==> config.mk <==
export PLATFORM = sky130hd
export DESIGN_NAME = hes_decipher_flat
export DESIGN_NICKNAME = d
export VERILOG_FILES = /design/src/rtl/hes_decipher_if.sv /design/src/rtl/hes_decipher.sv /design/src/flat_wrapper.sv
export SDC_FILE = /design/constraint.sdc
export NUM_CORES = 1
export LEC_CHECK = 0
export ABC_AREA = 1
export CAP_MARGIN = 10
export CORE_ASPECT_RATIO = 0.9
export CORE_MARGIN = 4
export CORE_UTILIZATION = 40
export CTS_BUF_LIST = sky130_fd_sc_hd__clkbuf_2
export CTS_CLUSTER_DIAMETER = 50
export CTS_CLUSTER_SIZE = 8
export DETAILED_ROUTE_END_ITERATION = 8
export DONT_BUFFER_PORTS = 1
export PLACE_DENSITY = 0.51
export SLEW_MARGIN = 10
export SYNTH_ARGS = -nofsm -noshare
export SYNTH_HDL_FRONTEND = slang
export SYNTH_SLANG_ARGS = --single-unit
==> constraint.sdc <==
create_clock -name clk -period 4.6 [get_ports clk]
set_input_delay 0.46 -clock clk [delete_from_list [all_inputs] [get_ports clk]]
set_output_delay 0.46 -clock clk [all_outputs]
set_load 0.05 [all_outputs]
==> src/rtl/hes_decipher_if.sv <==
// Byte-stream handshake bundle for hes_decipher: ciphertext in, plaintext out.
interface hes_decipher_if;
  logic       valid_in;
  logic       ready_in;
  logic       new_message;
  logic [7:0] key;
  logic [7:0] data_in;
  logic       valid_out;
  logic       ready_out;
  logic [7:0] data_out;
  logic       wrap_err;

  modport master (
    output valid_in, new_message, key, data_in, ready_out,
    input  ready_in, valid_out, data_out, wrap_err
  );

  modport slave (
    input  valid_in, new_message, key, data_in, ready_out,
    output ready_in, valid_out, data_out, wrap_err
  );
endinterface

==> src/rtl/hes_decipher.sv <==
// AES-S-box counter-mode byte decipher: stage-1 register plus 3-entry output FIFO.
// Optional HES_DECIPHER_DBG_EN exposes the keystream counter on counter_block.
module hes_decipher (
  input  logic          clk,
  input  logic          reset,
  hes_decipher_if.slave bus
`ifdef HES_DECIPHER_DBG_EN
  ,
  output logic [7:0]    counter_block
`endif
);

  localparam logic [7:0] SBOX [256] = '{
    8'h63, 8'h7c, 8'h77, 8'h7b, 8'hf2, 8'h6b, 8'h6f, 8'hc5, 8'h30, 8'h01, 8'h67, 8'h2b, 8'hfe, 8'hd7, 8'hab, 8'h76,
    8'hca, 8'h82, 8'hc9, 8'h7d, 8'hfa, 8'h59, 8'h47, 8'hf0, 8'had, 8'hd4, 8'ha2, 8'haf, 8'h9c, 8'ha4, 8'h72, 8'hc0,
    8'hb7, 8'hfd, 8'h93, 8'h26, 8'h36, 8'h3f, 8'hf7, 8'hcc, 8'h34, 8'ha5, 8'he5, 8'hf1, 8'h71, 8'hd8, 8'h31, 8'h15,
    8'h04, 8'hc7, 8'h23, 8'hc3, 8'h18, 8'h96, 8'h05, 8'h9a, 8'h07, 8'h12, 8'h80, 8'he2, 8'heb, 8'h27, 8'hb2, 8'h75,
    8'h09, 8'h83, 8'h2c, 8'h1a, 8'h1b, 8'h6e, 8'h5a, 8'ha0, 8'h52, 8'h3b, 8'hd6, 8'hb3, 8'h29, 8'he3, 8'h2f, 8'h84,
    8'h53, 8'hd1, 8'h00, 8'hed, 8'h20, 8'hfc, 8'hb1, 8'h5b, 8'h6a, 8'hcb, 8'hbe, 8'h39, 8'h4a, 8'h4c, 8'h58, 8'hcf,
    8'hd0, 8'hef, 8'haa, 8'hfb, 8'h43, 8'h4d, 8'h33, 8'h85, 8'h45, 8'hf9, 8'h02, 8'h7f, 8'h50, 8'h3c, 8'h9f, 8'ha8,
    8'h51, 8'ha3, 8'h40, 8'h8f, 8'h92, 8'h9d, 8'h38, 8'hf5, 8'hbc, 8'hb6, 8'hda, 8'h21, 8'h10, 8'hff, 8'hf3, 8'hd2,
    8'hcd, 8'h0c, 8'h13, 8'hec, 8'h5f, 8'h97, 8'h44, 8'h17, 8'hc4, 8'ha7, 8'h7e, 8'h3d, 8'h64, 8'h5d, 8'h19, 8'h73,
    8'h60, 8'h81, 8'h4f, 8'hdc, 8'h22, 8'h2a, 8'h90, 8'h88, 8'h46, 8'hee, 8'hb8, 8'h14, 8'hde, 8'h5e, 8'h0b, 8'hdb,
    8'he0, 8'h32, 8'h3a, 8'h0a, 8'h49, 8'h06, 8'h24, 8'h5c, 8'hc2, 8'hd3, 8'hac, 8'h62, 8'h91, 8'h95, 8'he4, 8'h79,
    8'he7, 8'hc8, 8'h37, 8'h6d, 8'h8d, 8'hd5, 8'h4e, 8'ha9, 8'h6c, 8'h56, 8'hf4, 8'hea, 8'h65, 8'h7a, 8'hae, 8'h08,
    8'hba, 8'h78, 8'h25, 8'h2e, 8'h1c, 8'ha6, 8'hb4, 8'hc6, 8'he8, 8'hdd, 8'h74, 8'h1f, 8'h4b, 8'hbd, 8'h8b, 8'h8a,
    8'h70, 8'h3e, 8'hb5, 8'h66, 8'h48, 8'h03, 8'hf6, 8'h0e, 8'h61, 8'h35, 8'h57, 8'hb9, 8'h86, 8'hc1, 8'h1d, 8'h9e,
    8'he1, 8'hf8, 8'h98, 8'h11, 8'h69, 8'hd9, 8'h8e, 8'h94, 8'h9b, 8'h1e, 8'h87, 8'he9, 8'hce, 8'h55, 8'h28, 8'hdf,
    8'h8c, 8'ha1, 8'h89, 8'h0d, 8'hbf, 8'he6, 8'h42, 8'h68, 8'h41, 8'h99, 8'h2d, 8'h0f, 8'hb0, 8'h54, 8'hbb, 8'h16
  };

  logic [7:0] ctr_q, ctr_d, key_q, key_d;
  logic       wrap_q, wrap_d;
  logic       s1_valid_q, s1_valid_d;
  logic [7:0] s1_data_q, s1_data_d, s1_ks_q, s1_ks_d;
  logic [7:0] fifo_q [3];
  logic [1:0] wr_ptr_q, wr_ptr_d, rd_ptr_q, rd_ptr_d, cnt_q, cnt_d;
  logic [2:0] occupancy;
  logic       accept, push, pop;
  logic [7:0] ks;

  function automatic logic [1:0] ptr_inc(input logic [1:0] p);
    return (p == 2'd2) ? 2'd0 : p + 2'd1;
  endfunction

  assign occupancy     = {2'b00, s1_valid_q} + {1'b0, cnt_q};
  assign bus.ready_in  = ~reset & (occupancy < 3'd4);
  assign bus.valid_out = ~reset & (cnt_q != 2'd0);
  assign bus.data_out  = bus.valid_out ? fifo_q[rd_ptr_q] : '0;
  assign bus.wrap_err  = ~reset & wrap_q;

  assign accept = bus.valid_in & bus.ready_in;
  assign pop    = bus.valid_out & bus.ready_out;
  // Stage 1 may drain into a full FIFO only when the head leaves on the same edge.
  assign push   = s1_valid_q & ((cnt_q != 2'd3) | pop);
  // A coincident new_message forces ctr=0, so the S-box index is the fresh key itself.
  assign ks     = SBOX[bus.new_message ? bus.key : (ctr_q ^ key_q)];

`ifdef HES_DECIPHER_DBG_EN
  assign counter_block = ctr_q;
`endif

  always_comb begin
    ctr_d      = ctr_q;
    key_d      = key_q;
    wrap_d     = wrap_q;
    s1_valid_d = accept | (s1_valid_q & ~push);
    s1_data_d  = s1_data_q;
    s1_ks_d    = s1_ks_q;
    wr_ptr_d   = wr_ptr_q;
    rd_ptr_d   = rd_ptr_q;
    cnt_d      = cnt_q;

    if (bus.new_message) begin
      key_d  = bus.key;
      ctr_d  = accept ? 8'h01 : 8'h00;
      wrap_d = 1'b0;
    end else if (accept) begin
      ctr_d = ctr_q + 8'h01;
      if (ctr_q == 8'hFF) wrap_d = 1'b1;
    end

    if (accept) begin
      s1_data_d = bus.data_in;
      s1_ks_d   = ks;
    end

    if (push) wr_ptr_d = ptr_inc(wr_ptr_q);
    if (pop)  rd_ptr_d = ptr_inc(rd_ptr_q);
    case ({push, pop})
      2'b10:   cnt_d = cnt_q + 2'd1;
      2'b01:   cnt_d = cnt_q - 2'd1;
      default: cnt_d = cnt_q;
    endcase
  end

  always_ff @(posedge clk) begin
    if (reset) begin
      ctr_q      <= '0;
      key_q      <= '0;
      wrap_q     <= 1'b0;
      s1_valid_q <= 1'b0;
      s1_data_q  <= '0;
      s1_ks_q    <= '0;
      wr_ptr_q   <= '0;
      rd_ptr_q   <= '0;
      cnt_q      <= '0;
    end else begin
      ctr_q      <= ctr_d;
      key_q      <= key_d;
      wrap_q     <= wrap_d;
      s1_valid_q <= s1_valid_d;
      s1_data_q  <= s1_data_d;
      s1_ks_q    <= s1_ks_d;
      wr_ptr_q   <= wr_ptr_d;
      rd_ptr_q   <= rd_ptr_d;
      cnt_q      <= cnt_d;
    end
  end

  always_ff @(posedge clk) begin
    if (!reset && push) fifo_q[wr_ptr_q] <= s1_data_q ^ s1_ks_q;
  end

endmodule

==> src/flat_wrapper.sv <==
// flat-port wrapper written by rule: the top's interface ports become plain ports
module hes_decipher_flat 
  (clk, reset, bus_valid_in, bus_new_message, bus_key, bus_data_in, bus_ready_out, bus_ready_in, bus_valid_out, bus_data_out, bus_wrap_err);
  hes_decipher_if bus_i ();
  input  logic clk;
  input  logic reset;
  input wire logic [$bits(bus_i.valid_in)-1:0] bus_valid_in;
  input wire logic [$bits(bus_i.new_message)-1:0] bus_new_message;
  input wire logic [$bits(bus_i.key)-1:0] bus_key;
  input wire logic [$bits(bus_i.data_in)-1:0] bus_data_in;
  input wire logic [$bits(bus_i.ready_out)-1:0] bus_ready_out;
  output wire logic [$bits(bus_i.ready_in)-1:0] bus_ready_in;
  output wire logic [$bits(bus_i.valid_out)-1:0] bus_valid_out;
  output wire logic [$bits(bus_i.data_out)-1:0] bus_data_out;
  output wire logic [$bits(bus_i.wrap_err)-1:0] bus_wrap_err;
  assign bus_i.valid_in = bus_valid_in;
  assign bus_i.new_message = bus_new_message;
  assign bus_i.key = bus_key;
  assign bus_i.data_in = bus_data_in;
  assign bus_i.ready_out = bus_ready_out;
  assign bus_ready_in = bus_i.ready_in;
  assign bus_valid_out = bus_i.valid_out;
  assign bus_data_out = bus_i.data_out;
  assign bus_wrap_err = bus_i.wrap_err;
  hes_decipher u_core (.clk(clk), .reset(reset), .bus(bus_i));
endmodule
---- Word-level counts from Yosys, hierarchy flattened ----
Memory sizes are Yosys's and may differ from the RTL's. A register that Yosys moved wholly into a read port is not among the register bits.
Index checks and enable logic that the tools add are counted.
operators by class
  shifts and indexed selects .............. 0
  order comparisons ....................... 1
  equal/unequal tests ..................... 6
  multipliers ............................. 0
  reductions and logical operators ........ 7
  bitwise operators ....................... 14
  muxes and demuxes ....................... 12
  div/mod/pow operators ................... 0
  add/subtract/negate cells ............... 6
operators by type and width
  kind                                                                count
  8-bit two-way mux                                                   4
  8-bit bitwise XOR                                                   2
  8-bit NOT with 9-bit output                                         1
  8-bit by 1-bit adder with 8-bit output, second input constant       1
  8-bit == test, second input constant                                1
  2-bit two-way mux                                                   4
  1-bit AND                                                           7
  2-bit by 1-bit adder with 2-bit output, second input constant       3
  2-bit == test, second input constant                                3
  2-bit nonzero test                                                  3
  2-bit case mux with 2 select lines                                  1
  1-bit by 2-bit adder with 3-bit output                              1
  3-bit < comparator, second input constant                           1
  1-bit two-way mux                                                   3
  2-bit by 1-bit == test with 1-bit output, second input constant     1
  2-bit inequality test, second input constant                        1
  1-bit NOT                                                           2
  1-bit OR                                                            2
  2-bit AND reduction                                                 1
  2-bit OR reduction                                                  1
  2-bit by 1-bit subtractor with 2-bit output, second input constant  1
  1-bit logical AND                                                   1
  1-bit logical NOT                                                   1
storage, ports and cells
  bits in read-only memories .............. 2,048
  bits in writable memories ............... 24
  word-level logic and storage cells ...... 56
  memories kept ........................... 2
  bits in latches ......................... 0
  bits in registers ....................... 32
memory list
  name             depth  bits a word  read ports  clocked after Yosys merged registers in  write ports  RTL line            source
  (no name shown)  256    8            1           1                                        0            hes_decipher.sv:57  assign ks = SBOX[bus.new_message ? bus.key : (ctr_q ^ key_q)];
  u_core.fifo_q    3      8            1           1                                        1            hes_decipher.sv:36  logic [7:0] fifo_q [3];

---- Logic depth before layout (Yosys ltp) ----
Gate-level depths: netlist of the first run.
  depth in word-level cells ............... 8
  mapped depth ............................ 19
  gate-level depth less buffers ........... 17

---- Worst setup path before layout of the first run ----
No wires, ideal clock.
  path type ............................... input to register
  start point ............................. in reset
  end point ............................... mem u_core.fifo_q[2][0] (enable)
  stages on the path ...................... 5
  arrival ................................. 2,490 ps
  buffers on the path ..................... 0
  setup slack ............................. 1,727 ps
  path through ............................ nor2_1 > nand2_1 > nand3_1 > nand3_1 > nor3_1
on the way
  word-level cells in the longest chain between the ends .. 8
  elaborated cells between the ends (all ways) .. 9
  those cells by class .................... 2 x mux; 5 x bitwise; 2 x reduce/logical
RTL lines
  what                                       RTL line             source
  from (decl)                                flat_wrapper.sv:6    input logic reset;
  1-bit NOT                                  hes_decipher.sv:48   assign bus.valid_out = ~reset & (cnt_q != 2'd0);
  1-bit AND                                  hes_decipher.sv:48
  1-bit AND                                  hes_decipher.sv:53   assign pop = bus.valid_out & bus.ready_out;
  1-bit OR                                   hes_decipher.sv:55   assign push = s1_valid_q & ((cnt_q != 2'd3) | pop);
  1-bit AND                                  hes_decipher.sv:55
  1-bit logical AND *                        hes_decipher.sv:122  if (!reset && push) fifo_q[wr_ptr_q] <= s1_data_q ^ s1_ks_q;
  1-bit two-way mux *                        hes_decipher.sv:122
  1-bit two-way mux (not written as such) *  hes_decipher.sv:122
  to (decl)                                  hes_decipher.sv:36
Every way passes the cells marked *; elsewhere a longest branch is shown, timed or not.

---- Worst setup path in the final report of the first run ----
  start point ............................. reg u_core.cnt_q[0]
  end point ............................... out bus_data_out[3]
on the way
  word-level cells in the longest chain between the ends .. 3
RTL lines
  what                    RTL line             source
  from (decl)             hes_decipher.sv:37   logic [1:0] wr_ptr_q, wr_ptr_d, rd_ptr_q, rd_ptr_d, cnt_q, cnt_d;
  from (signal assigned)  hes_decipher.sv:117  cnt_q <= cnt_d;
  2-bit nonzero test      hes_decipher.sv:48
  1-bit AND               hes_decipher.sv:48
  8-bit two-way mux       hes_decipher.sv:49   assign bus.data_out = bus.valid_out ? fifo_q[rd_ptr_q] : '0;
  to (decl)               flat_wrapper.sv:14   output wire logic [$bits(bus_i.data_out)-1:0] bus_data_out;
No other way between the ends.

==> flow_metrics.py, run 1 <==
metrics = {
    "place": {
        "dp_cells": 1084,
        "dp_hpwl_mm": 16.2,
        "dp_slack_ns": 1.79,
        "io_buffers": 0,
        "globalplace.congestion": 0.970,
        "placed_area_sq_mm": 0.00583,
    },
    "sta": {
        "slew_violations": 0,
        "whs_ns": 0.0559,
        "fin_crit_ns": 3.19,
        "finalClockSkew_ns": 0.0252,
        "tns_ns": 0,
        "finalHoldViolCount": 0,
        "layout_setup_ws_ns": 1.41,
        "maxSlewHeadroom": 0.172,
        "worst_slew_pin_slew_ns": 1.24,
        "finalCritPeriodShare": 0.694,
        "fmax_ghz": 0.313,
        "rsz0062_at_grt": "no",
        "setup_viol": 0,
    },
    "pwr": {
        "clkPwrFrac": 0.213,
        "seqPwrFrac": 0.365,
        "leakage_nw": 2.73,
        "p_int_mw": 1.03,
        "ir_drop_mv": 0.139,
        "power_density_mw_per_mm2": 303,
        "total_power_mw": 1.83,
        "switching_share": 0.434,
        "power.switching_uw": 793,
        "p_comb_frac": 0.422,
    },
    "worst_setup_path": {
        "timing.rr.start": "u_core.ctr_q[0]",
        "start_kind": "flop",
        "critPathArrivalTime_ns": 2.73,
        "crit_top_cell": "nor2_1",
        "critPathMaxStageDelay_ns": 0.94,
        "reg2reg_depth": 13,
        "slowest_stage": "a31oi_1",
        "r2r_slack_ns": 1.66,
        "crit_fanout": 10,
        "r2r_end": "u_core.s1_ks_q[5]",
        "endpoint_kind": "output port",
        "cp_data_required_time_ns": 4.14,
        "crit_path_cell_trace": "nor2_1 > nor2_1 > o21ai_0 > a31oi_1",
        "critPathKind": "reg -> out",
    },
    "global_routing": {
        "grt_usage": 0.282,
        "grt_pass1_vias": 6291,
        "grt_max_degree": 76,
        "antenna_found_initial": 1,
        "grt_pass1_wl_mm": 36.1,
        "grt_overflow_total": 0,
    },
    "synth": {
        "ys_warn_count": 0,
        "ys_seq_elements": 66,
        "avgSynthCellArea_sq_um": 6.27,
        "async_flop_share": 0,
        "synthXorXnorAreaFrac": 0.0149,
        "synth_ff_type": "dfxtp_1",
        "synth_largest_area_cell": "nand3_1",
        "synthAdderAreaFrac": 0.0212,
        "muxShareOfSynthArea": 0,
        "yosys-top-cells-count": "nand3_1, nand2_1, inv_1, dfxtp_1, nor2_1",
        "synth_nets": 971,
        "synth_top_family_by_area": "simple AND/OR/NAND/NOR gates",
        "yosys.area_share.simple": 0.531,
        "synth.area.top_cells": "nand3_1, nand2_1, dfxtp_1, edfxtp_1, inv_1",
        "synth_top_area_frac": 0.300,
        "synth_edf_count": 24,
        "netlist_area_sq_mm": 0.00589,
        "synth_cell_types": 34,
        "synth_compound_area_frac": 0.0569,
        "synthCells": 940,
        "yosysMostFrequentCell": "nand3_1",
        "yosysSeqAreaShare": 0.265,
    },
    "cts": {
        "cts_sinks": 66,
        "cts_max_level": 3,
        "cts_hold_buf": 3,
        "clockRootBuffer": "clkbuf_2",
        "clock_latency_ns": 0.51,
        "postCtsSetupRepairBufs": 0,
        "cts_tree": "built",
        "post_cts_resized": 0,
        "cts_buffers": 9,
        "clk_pin_slew_worst_paths_ns": 0.18,
        "cts.path.max_buffers": 2,
    },
    "route": {
        "num_vias": 6793,
        "avgViaCountPerCell": 6.14,
        "drc": 0,
        "dr.pass1.iters": 6,
        "drtIter0Drc": 1101,
        "ant_nets": 0,
        "avgRoutedWirePerCell_um": 21.5,
        "drt-total-wl_mm": 23.8,
    },
    "finish": {
        "fin_nets": 940,
        "drive_gt1_frac": 0.0788,
        "syn_to_final_growth_pct": 2.44,
        "final_util": 0.425,
        "final_design_area_no_fill_sq_mm": 0.00603,
        "num-fill-cells": 1578,
        "antenna_cells": 0,
        "stdcell_count": 1107,
    },
    "floorplanning": {
        "die-width_um": 136,
        "num_rows": 41,
        "design.die.area_sq_mm": 0.0167,
        "initial_core_util": 0.415,
        "coreArea_sq_mm": 0.0142,
        "io-pin-count": 32,
        "die_y_um": 123,
    },
    "outcome": {
        "status": "completed",
    },
    "min_path": {
        "whs_endpoint": "u_core.s1_data_q[5]",
        "hp-class": "in -> reg",
        "min_from": "bus_data_in[5]",
        "worstHoldPathCells": 2,
    },
    "run": {
        "maxCapViolCount": 0,
    },
}
[sequential cells by signal, summed over array words and instances, names as in the netlist, named ones only]
register and flops:
u_core.rd_ptr_q 2, u_core.fifo_q 24, u_core.s1_ks_q 8, u_core.ctr_q 8, u_core.s1_data_q 8, u_core.key_q 8
u_core.cnt_q 2, u_core.wr_ptr_q 2, u_core.wrap_q 1, u_core.s1_valid_q 1
[cell families after synthesis]
group / count (synthesis)
xor gates and xnor gates: 10
AOI/OAI and AO/OA: 60
buffers and inverters: 121
adders and majority gates: 10
and+or+nand+nor: 673
DFF: 66
[worst max path at each step]
| stage | cells past startpoint | start | slack (ns) | endpoint |
|---|---|---|---|---|
| after floorplan | 5 | reset | 1.73 | u_core.fifo_q[2][0] |
| after CTS | 4 | u_core.cnt_q[0] | 1.36 | bus_data_out[3] |
| after global placement | 12 | bus_key[0] | 1.73 | u_core.s1_ks_q[5] |
| final | 4 | u_core.cnt_q[0] | 1.41 | bus_data_out[3] |
| after global routing | 4 | u_core.cnt_q[0] | 1.15 | bus_data_out[6] |
| after detailed placement | 16 | bus_new_message | 1.79 | u_core.s1_ks_q[5] |
[per-layer routing]
layer	vias to the layer above	global-route usage	wire [um]
li1	3140	-	-
met1	3132	0.394	10200
met2	444	0.400	9770
met3	75	0.102	3150
met4	2	0.0945	733
met5	-	0	8
[power by group through the flow]
stage | Combinational (mW) | Clock (mW) | Sequential, mW
after CTS | 0.736 | 0.402 | 0.668
final | 0.772 | 0.389 | 0.667
after detailed placement | 0.730 | 0 | 0.680
after floorplan | 0.562 | 0 | 0.672
after global routing | 0.827 | 0.432 | 0.672
after global placement | 0.741 | 0 | 0.680
[cell type report]
| type | count | area [sq um] | share of cell area |
|---|---|---|---|
| clock buffers | 10 | 50.0 | 0.00829 |
| clock inverters | 6 | 81.3 | 0.0135 |
| inverters | 56 | 218 | 0.0361 |
| multi-input cells | 753 | 3680 | 0.610 |
| flip-flops and latches | 66 | 1560 | 0.259 |
| well taps | 193 | 241 | 0.0400 |
| repair buffers | 23 | 203 | 0.0336 |
[cells in the final DEF (no fill, tap or decap), types with 5 or more instances in the layout]
cell type,count
nor2_1,33
a31oi_1,8
nand3_2,8
clkbuf_2,10
xor2_1,10
inv_2,6
nand2_1,239
edfxtp_1,24
a21oi_1,24
inv_1,48
buf_4,15
o21ai_0,16
dfxtp_1,42
nand3_1,353
o22ai_1,5
nand2_2,19
dlygate4sd3_1,7
nor3_1,6
ha_1,10
[critical path: cells and delay by family, from the launching register on]
kind             cells  cell delay [ns]
AND/OR/NAND/NOR      2             0.63
AO/OA/AOI/OAI        2             1.13
flip-flops           1             0.46
Power figures use the tool's default switching activity.
==> inputs of run 2 (changes only) <==
--- a/config.mk
+++ b/config.mk
@@ -15,7 +15,7 @@
 export CTS_CLUSTER_SIZE = 8
 export DETAILED_ROUTE_END_ITERATION = 8
 export DONT_BUFFER_PORTS = 1
-export PLACE_DENSITY = 0.51
+export PLACE_DENSITY = 0.53
 export SLEW_MARGIN = 10
 export SYNTH_ARGS = -nofsm -noshare
 export SYNTH_HDL_FRONTEND = slang
==> constraint.sdc (replaced) <==
create_clock -name clk -period 2.9 [get_ports clk]
set_input_delay 0.29 -clock clk [delete_from_list [all_inputs] [get_ports clk]]
set_output_delay 0.29 -clock clk [all_outputs]
set_load 0.05 [all_outputs]
==> flow_metrics.py, run 2 (synthesis gave the netlist of run 1 again) <==
metrics = {
    "cts": {
        "clockRootBuffer": "clkbuf_2",
        "postCtsSetupRepairBufs": 0,
        "cts.path.max_buffers": 2,
        "cts_tree": "built",
        "cts_sinks": 66,
        "clock_latency_ns": 0.49,
        "clk_pin_slew_worst_paths_ns": 0.18,
        "cts_max_level": 3,
        "cts_buffers": 9,
    },
    "worst_setup_path": {
        "crit_fanout": 17,
        "critPathKind": "reg -> reg",
        "start_kind": "flop",
        "critPathArrivalTime_ns": 3.08,
        "cp_data_required_time_ns": 3.29,
        "endpoint_kind": "flop",
    },
    "route": {
        "drtIter0Drc": 1210,
        "avgViaCountPerCell": 6.19,
        "avgRoutedWirePerCell_um": 20.4,
        "drt-total-wl_mm": 23.1,
        "dr.pass1.iters": 6,
        "ant_nets": 0,
        "drc": 0,
        "num_vias": 7010,
    },
    "pwr": {
        "leakage_nw": 2.86,
        "power_density_mw_per_mm2": 452,
        "ir_drop_mv": 0.249,
    },
    "sta": {
        "finalClockSkew_ns": 0.0251,
        "fmax_ghz": 0.372,
        "tns_ns": 0,
        "finalCritPeriodShare": 0.928,
        "finalHoldViolCount": 0,
        "maxSlewHeadroom": 0.396,
        "fin_crit_ns": 2.69,
        "worst_slew_pin_slew_ns": 0.903,
        "slew_violations": 0,
        "setup_viol": 0,
        "rsz0062_at_grt": "no",
        "whs_ns": 0.0766,
    },
    "finish": {
        "fin_nets": 965,
        "stdcell_count": 1132,
        "num-fill-cells": 1555,
        "final_cell_mix": "nand3_1, nand2_1, inv_1",
        "largest_reg_flops": 24,
        "drive_gt1_frac": 0.0937,
        "syn_to_final_growth_pct": 6.71,
        "mostFrequentLayoutCell": "nand3_1",
        "final_util": 0.442,
        "top_register": "u_core.fifo_q",
        "antenna_cells": 0,
        "final_design_area_no_fill_sq_mm": 0.00629,
    },
    "floorplanning": {
        "num_rows": 41,
        "coreArea_sq_mm": 0.0142,
        "initial_core_util": 0.415,
        "design.die.area_sq_mm": 0.0167,
        "die_y_um": 123,
        "die-width_um": 136,
        "io-pin-count": 32,
    },
    "global_routing": {
        "grt_pass1_wl_mm": 36.3,
        "antenna_found_initial": 0,
        "grt_usage": 0.279,
        "grt_pass1_vias": 6500,
        "grt_overflow_total": 0,
        "grt_max_degree": 76,
    },
    "place": {
        "dp_hpwl_mm": 15.8,
        "globalplace.congestion": 1.02,
        "io_buffers": 0,
        "dp_cells": 1100,
        "placed_area_sq_mm": 0.00602,
    },
    "min_path": {
        "hp-class": "in -> reg",
    },
    "outcome": {
        "status": "completed",
    },
    "run": {
        "maxCapViolCount": 0,
    },
}
## run 2: cell count changes in the layout (fill, tap and decap cells not counted)
cell / change
dlymetal6s4s_1: +1
clkinv_4: -1
clkinvlp_4: +2
buf_4: +11
dlygate4sd3_1: +8
bufinv_16: -1
buf_12: +5
## run 2: final cells by class
class                           count  area, sq um  area share
Clock inverter                      6         57.6     0.00916
Sequential cell                    66         1560       0.248
Multi-Input combinational cell    753         3680       0.585
Inverter                           56          218      0.0346
Clock buffer                       10         50.0     0.00796
Tap cell                          193          241      0.0384
Timing Repair Buffer               48          478      0.0760
## run 2: critical path: stages (launching register included)
cell and delay [ns]:
dfxtp_1 0.47, inv_1 0.08, nand2_1 0.10, nand3_2 0.07, nand2_2 0.20, ha_1 0.32
inv_1 0.17, nand2_2 0.29, nand3_1 0.23, nand3_1 0.11, nand3_1 0.14, nand3_1 0.09
nand3_1 0.12, nand3_1 0.09, nand2_1 0.07, inv_1 0.03
## run 2: report_power, final
part | total (mW) | internal, mW | leakage [nW] | switching (mW)
Clock | 0.516 | 0.195 | 0.0630 | 0.321
Combinational | 1.26 | 0.379 | 2.23 | 0.886
Sequential | 1.06 | 1.02 | 0.565 | 0.0367
Total | 2.84 | 1.60 | 2.86 | 1.24
## run 2: layer usage
| layer | vias up | global-route usage | part of all wire |
|---|---|---|---|
| met5 | - | 0 | 0 |
| met1 | 3163 | 0.382 | 0.40 |
| met4 | 0 | 0.122 | 0.046 |
| li1 | 3206 | - | - |
| met3 | 94 | 0.0785 | 0.13 |
| met2 | 547 | 0.410 | 0.42 |
## run 2: final timing paths
path	from	end	slack, ns	cells past startpoint
setup / recovery	u_core.ctr_q[0]	u_core.s1_ks_q[7]	0.21	15
hold / removal	bus_ready_out	u_core.rd_ptr_q[0]	0.08	2
setup reg to reg	u_core.ctr_q[0]	u_core.s1_ks_q[7]	0.21	15
hold reg to reg	u_core.wrap_q	u_core.wrap_q	0.48	2
## run 2: timing repair
action / 4_1_cts / 5_1_grt
setup endpoints to repair: 0 / 2
resized for setup: 0 / 1
endpoints found under the hold margin: 21 / 0
hold buffers: 16 / 0
## run 2: metrics by stage
step	power (mW)	setup slack, ns
after floorplan	1.96	0.0521
after global placement	2.28	0.407
after detailed placement	2.27	0.361
after CTS	2.82	0.169
after global routing	3.02	0.0333
final	2.84	0.208
